**src/rtl/nonrestoring_divider.sv**
```systemverilog
// Sequential non-restoring divider with start/busy/done handshake and divide-by-zero flag.
// Define SIGNED_DIV_EN to add the signed_mode port and the SIGN_FIX state.
module nonrestoring_divider #(
    parameter int WIDTH = 8
) (
    input  logic             clk,
    input  logic             reset,
    input  logic             start,
`ifdef SIGNED_DIV_EN
    input  logic             signed_mode,
`endif
    input  logic [WIDTH-1:0] dividend,
    input  logic [WIDTH-1:0] divisor,
    output logic             busy,
    output logic             done,
    output logic [WIDTH-1:0] quotient,
    output logic [WIDTH-1:0] remainder,
    output logic             div_by_zero
);

    localparam int CW = $clog2(WIDTH + 1);

`ifdef SIGNED_DIV_EN
    typedef enum logic [4:0] {
        S_IDLE     = 5'b00001,
        S_ITER     = 5'b00010,
        S_CORRECT  = 5'b00100,
        S_SIGN_FIX = 5'b01000,
        S_DONE     = 5'b10000
    } state_t;
`else
    typedef enum logic [3:0] {
        S_IDLE    = 4'b0001,
        S_ITER    = 4'b0010,
        S_CORRECT = 4'b0100,
        S_DONE    = 4'b1000
    } state_t;
`endif

    state_t           r_state;
    state_t           w_next;
    logic [WIDTH:0]   r_a;
    logic [WIDTH-1:0] r_q;
    logic [WIDTH-1:0] r_m;
    logic [CW-1:0]    r_count;
    logic             r_busy;
    logic             r_done;
    logic [WIDTH-1:0] r_quotient;
    logic [WIDTH-1:0] r_remainder;
    logic             r_dbz;

    logic [WIDTH-1:0] w_dividend_mag;
    logic [WIDTH-1:0] w_divisor_mag;
    logic [WIDTH:0]   w_a_shift;
    logic [WIDTH:0]   w_a_iter;
    logic [WIDTH-1:0] w_rem_fix;

`ifdef SIGNED_DIV_EN
    logic r_neg_q;
    logic r_neg_r;
    logic w_dividend_neg;
    logic w_divisor_neg;

    assign w_dividend_neg = signed_mode & dividend[WIDTH-1];
    assign w_divisor_neg  = signed_mode & divisor[WIDTH-1];
    // -2^(WIDTH-1) maps onto itself, which still reads correctly as an unsigned magnitude.
    assign w_dividend_mag = w_dividend_neg ? -dividend : dividend;
    assign w_divisor_mag  = w_divisor_neg  ? -divisor  : divisor;
`else
    assign w_dividend_mag = dividend;
    assign w_divisor_mag  = divisor;
`endif

    // Shift and add/sub fused: the sign of the previous partial remainder picks the operation.
    assign w_a_shift = {r_a[WIDTH-1:0], r_q[WIDTH-1]};
    assign w_a_iter  = r_a[WIDTH] ? (w_a_shift + {1'b0, r_m}) : (w_a_shift - {1'b0, r_m});
    assign w_rem_fix = r_a[WIDTH] ? (r_a[WIDTH-1:0] + r_m) : r_a[WIDTH-1:0];

    always_ff @(posedge clk or negedge reset) begin
        if (!reset) r_state <= S_IDLE;
        else        r_state <= w_next;
    end

    always_comb begin
        w_next = r_state;
        case (r_state)
            S_IDLE:    if (start) w_next = (divisor == '0) ? S_DONE : S_ITER;
            S_ITER:    if (r_count == CW'(WIDTH - 1)) w_next = S_CORRECT;
`ifdef SIGNED_DIV_EN
            S_CORRECT:  w_next = S_SIGN_FIX;
            S_SIGN_FIX: w_next = S_DONE;
`else
            S_CORRECT: w_next = S_DONE;
`endif
            S_DONE:    w_next = S_IDLE;
            default:   w_next = S_IDLE;
        endcase
    end

    // NOTE: every register here is state, so all assignments are non-blocking.
    always_ff @(posedge clk or negedge reset) begin
        if (!reset) begin
            r_a         <= '0;
            r_q         <= '0;
            r_m         <= '0;
            r_count     <= '0;
            r_busy      <= 1'b0;
            r_done      <= 1'b0;
            r_quotient  <= '0;
            r_remainder <= '0;
            r_dbz       <= 1'b0;
`ifdef SIGNED_DIV_EN
            r_neg_q     <= 1'b0;
            r_neg_r     <= 1'b0;
`endif
        end else begin
            r_busy <= (w_next != S_IDLE);
            r_done <= (w_next == S_DONE);
            case (r_state)
                S_IDLE: begin
                    if (start) begin
                        if (divisor == '0) begin
                            r_quotient  <= '1;
                            r_remainder <= dividend;
                            r_dbz       <= 1'b1;
                        end else begin
                            r_a     <= '0;
                            r_q     <= w_dividend_mag;
                            r_m     <= w_divisor_mag;
                            r_count <= '0;
                            r_dbz   <= 1'b0;
`ifdef SIGNED_DIV_EN
                            r_neg_q <= w_dividend_neg ^ w_divisor_neg;
                            r_neg_r <= w_dividend_neg;
`endif
                        end
                    end
                end
                S_ITER: begin
                    r_a     <= w_a_iter;
                    r_q     <= {r_q[WIDTH-2:0], ~w_a_iter[WIDTH]};
                    r_count <= r_count + CW'(1);
                end
                S_CORRECT: begin
                    r_quotient  <= r_q;
                    r_remainder <= w_rem_fix;
                end
`ifdef SIGNED_DIV_EN
                S_SIGN_FIX: begin
                    if (r_neg_q) r_quotient  <= -r_quotient;
                    if (r_neg_r) r_remainder <= -r_remainder;
                end
`endif
                default: ;
            endcase
        end
    end

    assign busy        = r_busy;
    assign done        = r_done;
    assign quotient    = r_quotient;
    assign remainder   = r_remainder;
    assign div_by_zero = r_dbz;

endmodule
```
**config.mk**
```make
export PLATFORM = sky130hd
export DESIGN_NAME = nonrestoring_divider
export DESIGN_NICKNAME = d
export VERILOG_FILES = /design/src/rtl/nonrestoring_divider.sv
export SDC_FILE = /design/constraint.sdc
export NUM_CORES = 1
export LEC_CHECK = 0
export ABC_AREA = 1
export ABC_CLOCK_PERIOD_IN_PS = 2600
export CAP_MARGIN = 20
export CORE_MARGIN = 10
export CORE_UTILIZATION = 56
export CTS_CLUSTER_SIZE = 8
export DETAILED_ROUTE_END_ITERATION = 6
export PLACE_DENSITY = 0.85
export RECOVER_POWER = 100
export SETUP_SLACK_MARGIN = 0.2
export SLEW_MARGIN = 40
export SYNTH_ARGS = -nofsm -noshare
export SYNTH_HDL_FRONTEND = slang
export SYNTH_SLANG_ARGS = --single-unit
```
**constraint.sdc**
```tcl
create_clock -name clk -period 2.6 [get_ports clk]
set_input_delay 0.65 -clock clk [delete_from_list [all_inputs] [get_ports clk]]
set_output_delay 0.65 -clock clk [all_outputs]
set_load 0.01 [all_outputs]
```
# Yosys cells after proc, flatten, opt, wreduce, memory -nomap -nowiden
# Cells that the tools add are included.
[word_totals]
regBits = 52
latchBits = 0
ramBits = 0
mem_bits_ro = 0
input_bits = 19
out_inout_bits = 19
mem_count = 0
[classes]
add_sub_neg = 4
mul = 0
div_mod_pow = 0
magnitude_cmp = 0
n_eq_ne = 9
shifts = 0
n_mux = 22
n_bitwise = 2
n_reduce_logical = 7
[op_table]
columns = ["op", "n"]
rows = [
  ["8-bit two-way mux", 7],
  ["8-bit case mux with 2 select lines", 3],
  ["9-bit two-way mux", 3],
  ["4-bit two-way mux", 5],
  ["9-bit case mux with 2 select lines", 1],
  ["4-bit case mux with 3 select lines", 1],
  ["9-bit by 8-bit adder with 9-bit output", 1],
  ["3-bit AND reduction", 3],
  ["9-bit by 8-bit subtractor with 9-bit output", 1],
  ["8-bit adder", 1],
  ["4-bit by 3-bit equality test with 1-bit output, second input constant", 2],
  ["8-bit zero test", 1],
  ["4-bit case mux with 2 select lines", 1],
  ["2-bit inequality test, second input constant", 3],
  ["4-bit by 1-bit adder with 4-bit output, second input constant", 1],
  ["4-bit by 1-bit equality test with 1-bit output, second input constant", 1],
  ["4-bit by 2-bit equality test with 1-bit output, second input constant", 1],
  ["4-bit equality test, second input constant", 1],
  ["4-bit by 1-bit inequality test with 1-bit output, second input constant", 1],
  ["2-bit nonzero test", 2],
  ["1-bit inverter", 2],
  ["2-bit AND reduction", 1],
  ["1-bit two-way mux", 1],
]

# Longest topological paths before layout
[logic_depth]
ltp_word = 5
ltp_mapped = 16
ltp_nobuf = 16

# Worst setup path after synthesis
# No wires, ideal clock.
[synth_path]
kind = "register to register"
from = "register r_m[1]"
to = "register r_a[8]"
setup_ps = 136
arrival_ps = 1971
required_time_ps = 2464
setup_slack_ps = 493
path_stages_with_launch = 15
path_cell_list = "dfrtp_1 -> inv_1 -> ha_1 -> inv_1 -> o21ai_0 -> inv_1 -> fa_1 -> inv_1 -> nand3_1 -> nand2_1 -> nand2_1 -> nand2_1 -> nand3_1 -> nand3_1 -> o21ai_0"
[synth_via]
elab_chain_cells = 3
[synth_lines]
columns = ["item", "line_no", "text"]
rows = [
  ["start: declaration", "44", "logic [WIDTH-1:0] r_m;"],
  ["start signal: assignment", "129", "r_m <= w_divisor_mag;"],
  ["9-bit by 8-bit subtractor with 9-bit output / 9-bit by 8-bit adder with 9-bit output (equally long branches)", "76", "assign w_a_iter = r_a[WIDTH] ? (w_a_shift + {1'b0, r_m}) : (w_a_shift - {1'b0, r_m});"],
  ["9-bit two-way mux *", "76", ""],
  ["9-bit case mux with 2 select lines *", "119", "case (r_state)"],
  ["end signal: assignment", "140", "r_a <= w_a_iter;"],
  ["end: declaration", "42", "logic [WIDTH:0] r_a;"],
]
# Mark *: on every way between the ends. The rest lies on a longest branch, timed or not.
# A chain may end at the register's enable or synchronous reset.

# Worst setup path after layout
# Ends and elaborated chain as after synthesis.

==> results.ini <==
[run_status]
status=finished, final reports clean

[placement]
placed_area_mm2=0.00362
dpl.hpwl_um=6100
gp_congestion=1.00
portBuffers=37

[worst_setup_path]
worstPathArrival_ns=2.53
crit_type=reg -> reg
cp_max_fo=4
critPathRequiredTime_ns=2.79
cp-end-kind=flip-flop
start_kind=flip-flop

[logic_synthesis]
ys_top_cells_by_area=dfrtp_1 (40%), nand2_1 (11%), ha_1 (7.5%)
synth_warnings=0
postSynth.asyncResetShare=1.00
yosysMostFrequentCell=nand2_1
synth_area_per_cell_um2=7.89
ys_seq_area_frac=0.409
syn-num-nets=444
synth_flop_cell=dfrtp_1
synth_top_area_cell=dfrtp_1
netlist_area_mm2=0.00319
synth_edf_count=0
yosysTopAreaCellShare=0.400
ys_seq_elements=52
syn_inst=404
synth.distinct_cells=40
synth.top_cells.by_count=nand2_1 (93), dfrtp_1 (51), inv_1 (50)

[clocking]
clockRootBuffer=clkbuf_8
numCtsBuffers=5
clock_path_buffers=2
clk_latency_ns=0.31
cts_tree=built
numClockSinks=52
cts.clk_slew.worst_paths_ns=0.10
cts_max_level=2

[die]
rows=27
core_mm2=0.00551
die_h_um=95.4
die_w_um=95.4
io_pins=38
start_util=0.579
die_area_mm2=0.00911

[routing]
met2_length_um=3900
routed_wl_um=8080
vias=2920
wl_met1_um=3440
top_layer_used=met4
routed-wl-met3_um=514
drt_iter0_drc=186
ant_nets=0
viasPerCell=5.58
route.detailed.drc=0
dr.pass1.iters=5
wl_per_cell_um=15.4

[sta]
fmax_ghz=0.428
period_needed_ns=2.34
grt_setup_unrepaired=false
finalHoldViolCount=0
finalSetupTns_ns=0
setup_viol=0
slew_violations=0
skew_ns=0.00600
slew-limit-headroom=0.0760
post-route-period-util=0.899
worstMarginPinSlew_ns=1.39
hold-worst-slack_ns=0.495

[grt]
grt_usage=0.178
first_global_vias=2782
grt_antenna_before_repair=0
grt_overflow=0
grt_max_degree=26
grt_pass1_wl_um=12900

[layout]
multi_input_area_mm2=0.00162
antenna_cells=0
ff_latch_area_mm2=0.00131
syn_to_final_growth_pct=18.5
nets=490
nFillCells=452
fin_area_mm2=0.00377
drive_above_1_share=0.0909

[power]
leakagePower_nw=1.79
peakVddDrop_v=0.000772
pwr_density_cell_mw_per_mm2=1160

[hold_path]
hold_class=reg -> reg

[run]
cap_violations=0

==> cells in the final DEF (no fill, tap or decap), types with 3 or more instances in the layout <==
master and instances:
a21oi_1 27, a31oi_1 3, buf_4 8, clkbuf_1 3, clkbuf_8 6, clkdlybuf4s50_1 16
dfrtp_1 49, dlygate4sd3_1 20, ha_1 18, inv_1 50, inv_2 4, nand2_1 94
nand3_1 23, nand3b_1 3, nor2_1 44, nor3_1 3, o211ai_1 7, o21ai_0 28
o22ai_1 3, or2_2 4, xnor2_1 3, xor2_1 6
==> per-layer routing <==
| metal | GRT usage | vias to the layer above |
|---|---|---|
| met1 | 0.229 | 1378 |
| met3 | 0.0291 | 23 |
| met4 | 0.0713 | 0 |
| met5 | 0 | - |
| li1 | - | 1404 |
| met2 | 0.293 | 115 |
==> worst max-delay path, cell delays in order, from the launching register on <==
cell and delay, ns:
dfrtp_1 0.41, inv_1 0.13, ha_1 0.21, nand2_2 0.09
o31ai_2 0.21, xor2_1 0.19, ha_1 0.29, nand2_1 0.11
inv_1 0.04, nand2_1 0.05, nand2_1 0.06, a21oi_1 0.12
nand3_1 0.10, nand3_1 0.10, o21ai_0 0.10
==> final cells by class <==
class,count,area share
repair buffers,48,0.116
flip-flops and latches,52,0.346
clock inverters,2,0.0103
clock buffers,6,0.0219
multi-input cells,288,0.428
inverters,55,0.0547
well taps,72,0.0239
==> stage by stage <==
step	power (W)	cells	util	setup WS (ns)
2_1_floorplan	0.00299	404	-	0.493
3_3_place_gp	0.00351	510	0.658	0.177
3_5_place_dp	0.00359	510	0.658	0.173
4_1_cts	0.00421	518	0.680	0.254
5_1_grt	0.00474	523	0.686	0.103
6_report	0.00436	523	0.686	0.263
==> repair_timing <==
action / 4_1_cts / 5_1_grt
buffers inserted: 0 / 5
hold buffers: 0 / 0
resized for setup: 1 / 14
pin swaps: 0 / 4
setup endpoints to repair: 1 / 5
endpoints found under the hold margin: 0 / 0
==> registers in the layout, indices dropped and copies added, names as in the netlist <==
signal / count
remainder: 8
r_a: 9
done: 1
r_state: 4
quotient: 8
r_count: 4
busy: 1
div_by_zero: 1
r_q: 8
r_m: 8
==> cells by family (layout without fill, tap and decap cells) <==
kind of cell             Yosys count  count (layout)  share of synthesized area
buffers and inverters             64             111                     0.0856
AO/OA/AOI/OAI                     77              77                      0.136
AND/OR/NAND/NOR                  180             180                      0.255
flip-flops                        52              52                      0.409
adder cells (fa/ha/maj)           21              21                     0.0872
XOR/XNOR                          10              10                     0.0275
==> worst paths after layout <==
path	cells past startpoint	startpoint	slack (ns)	to
setup / recovery	14	r_m[1]	0.26	r_a[8]
hold / removal	2	r_q[0]	0.49	r_q[0]
setup reg to reg	14	r_m[1]	0.26	r_a[8]
hold reg to reg	2	r_q[0]	0.49	r_q[0]
max in group asynchronous	2	reset	0.78	r_state[0]
min in group asynchronous	1	reset	0.64	quotient[5]
==> report_power, final <==
part / switching (W) / internal, W / total, W
clock network: 0.000284 / 0.000315 / 0.000599
registers: 0.000236 / 0.00106 / 0.00129
logic: 0.00150 / 0.000976 / 0.00247
total: 0.00202 / 0.00235 / 0.00436
Power figures use the tool's default switching activity.
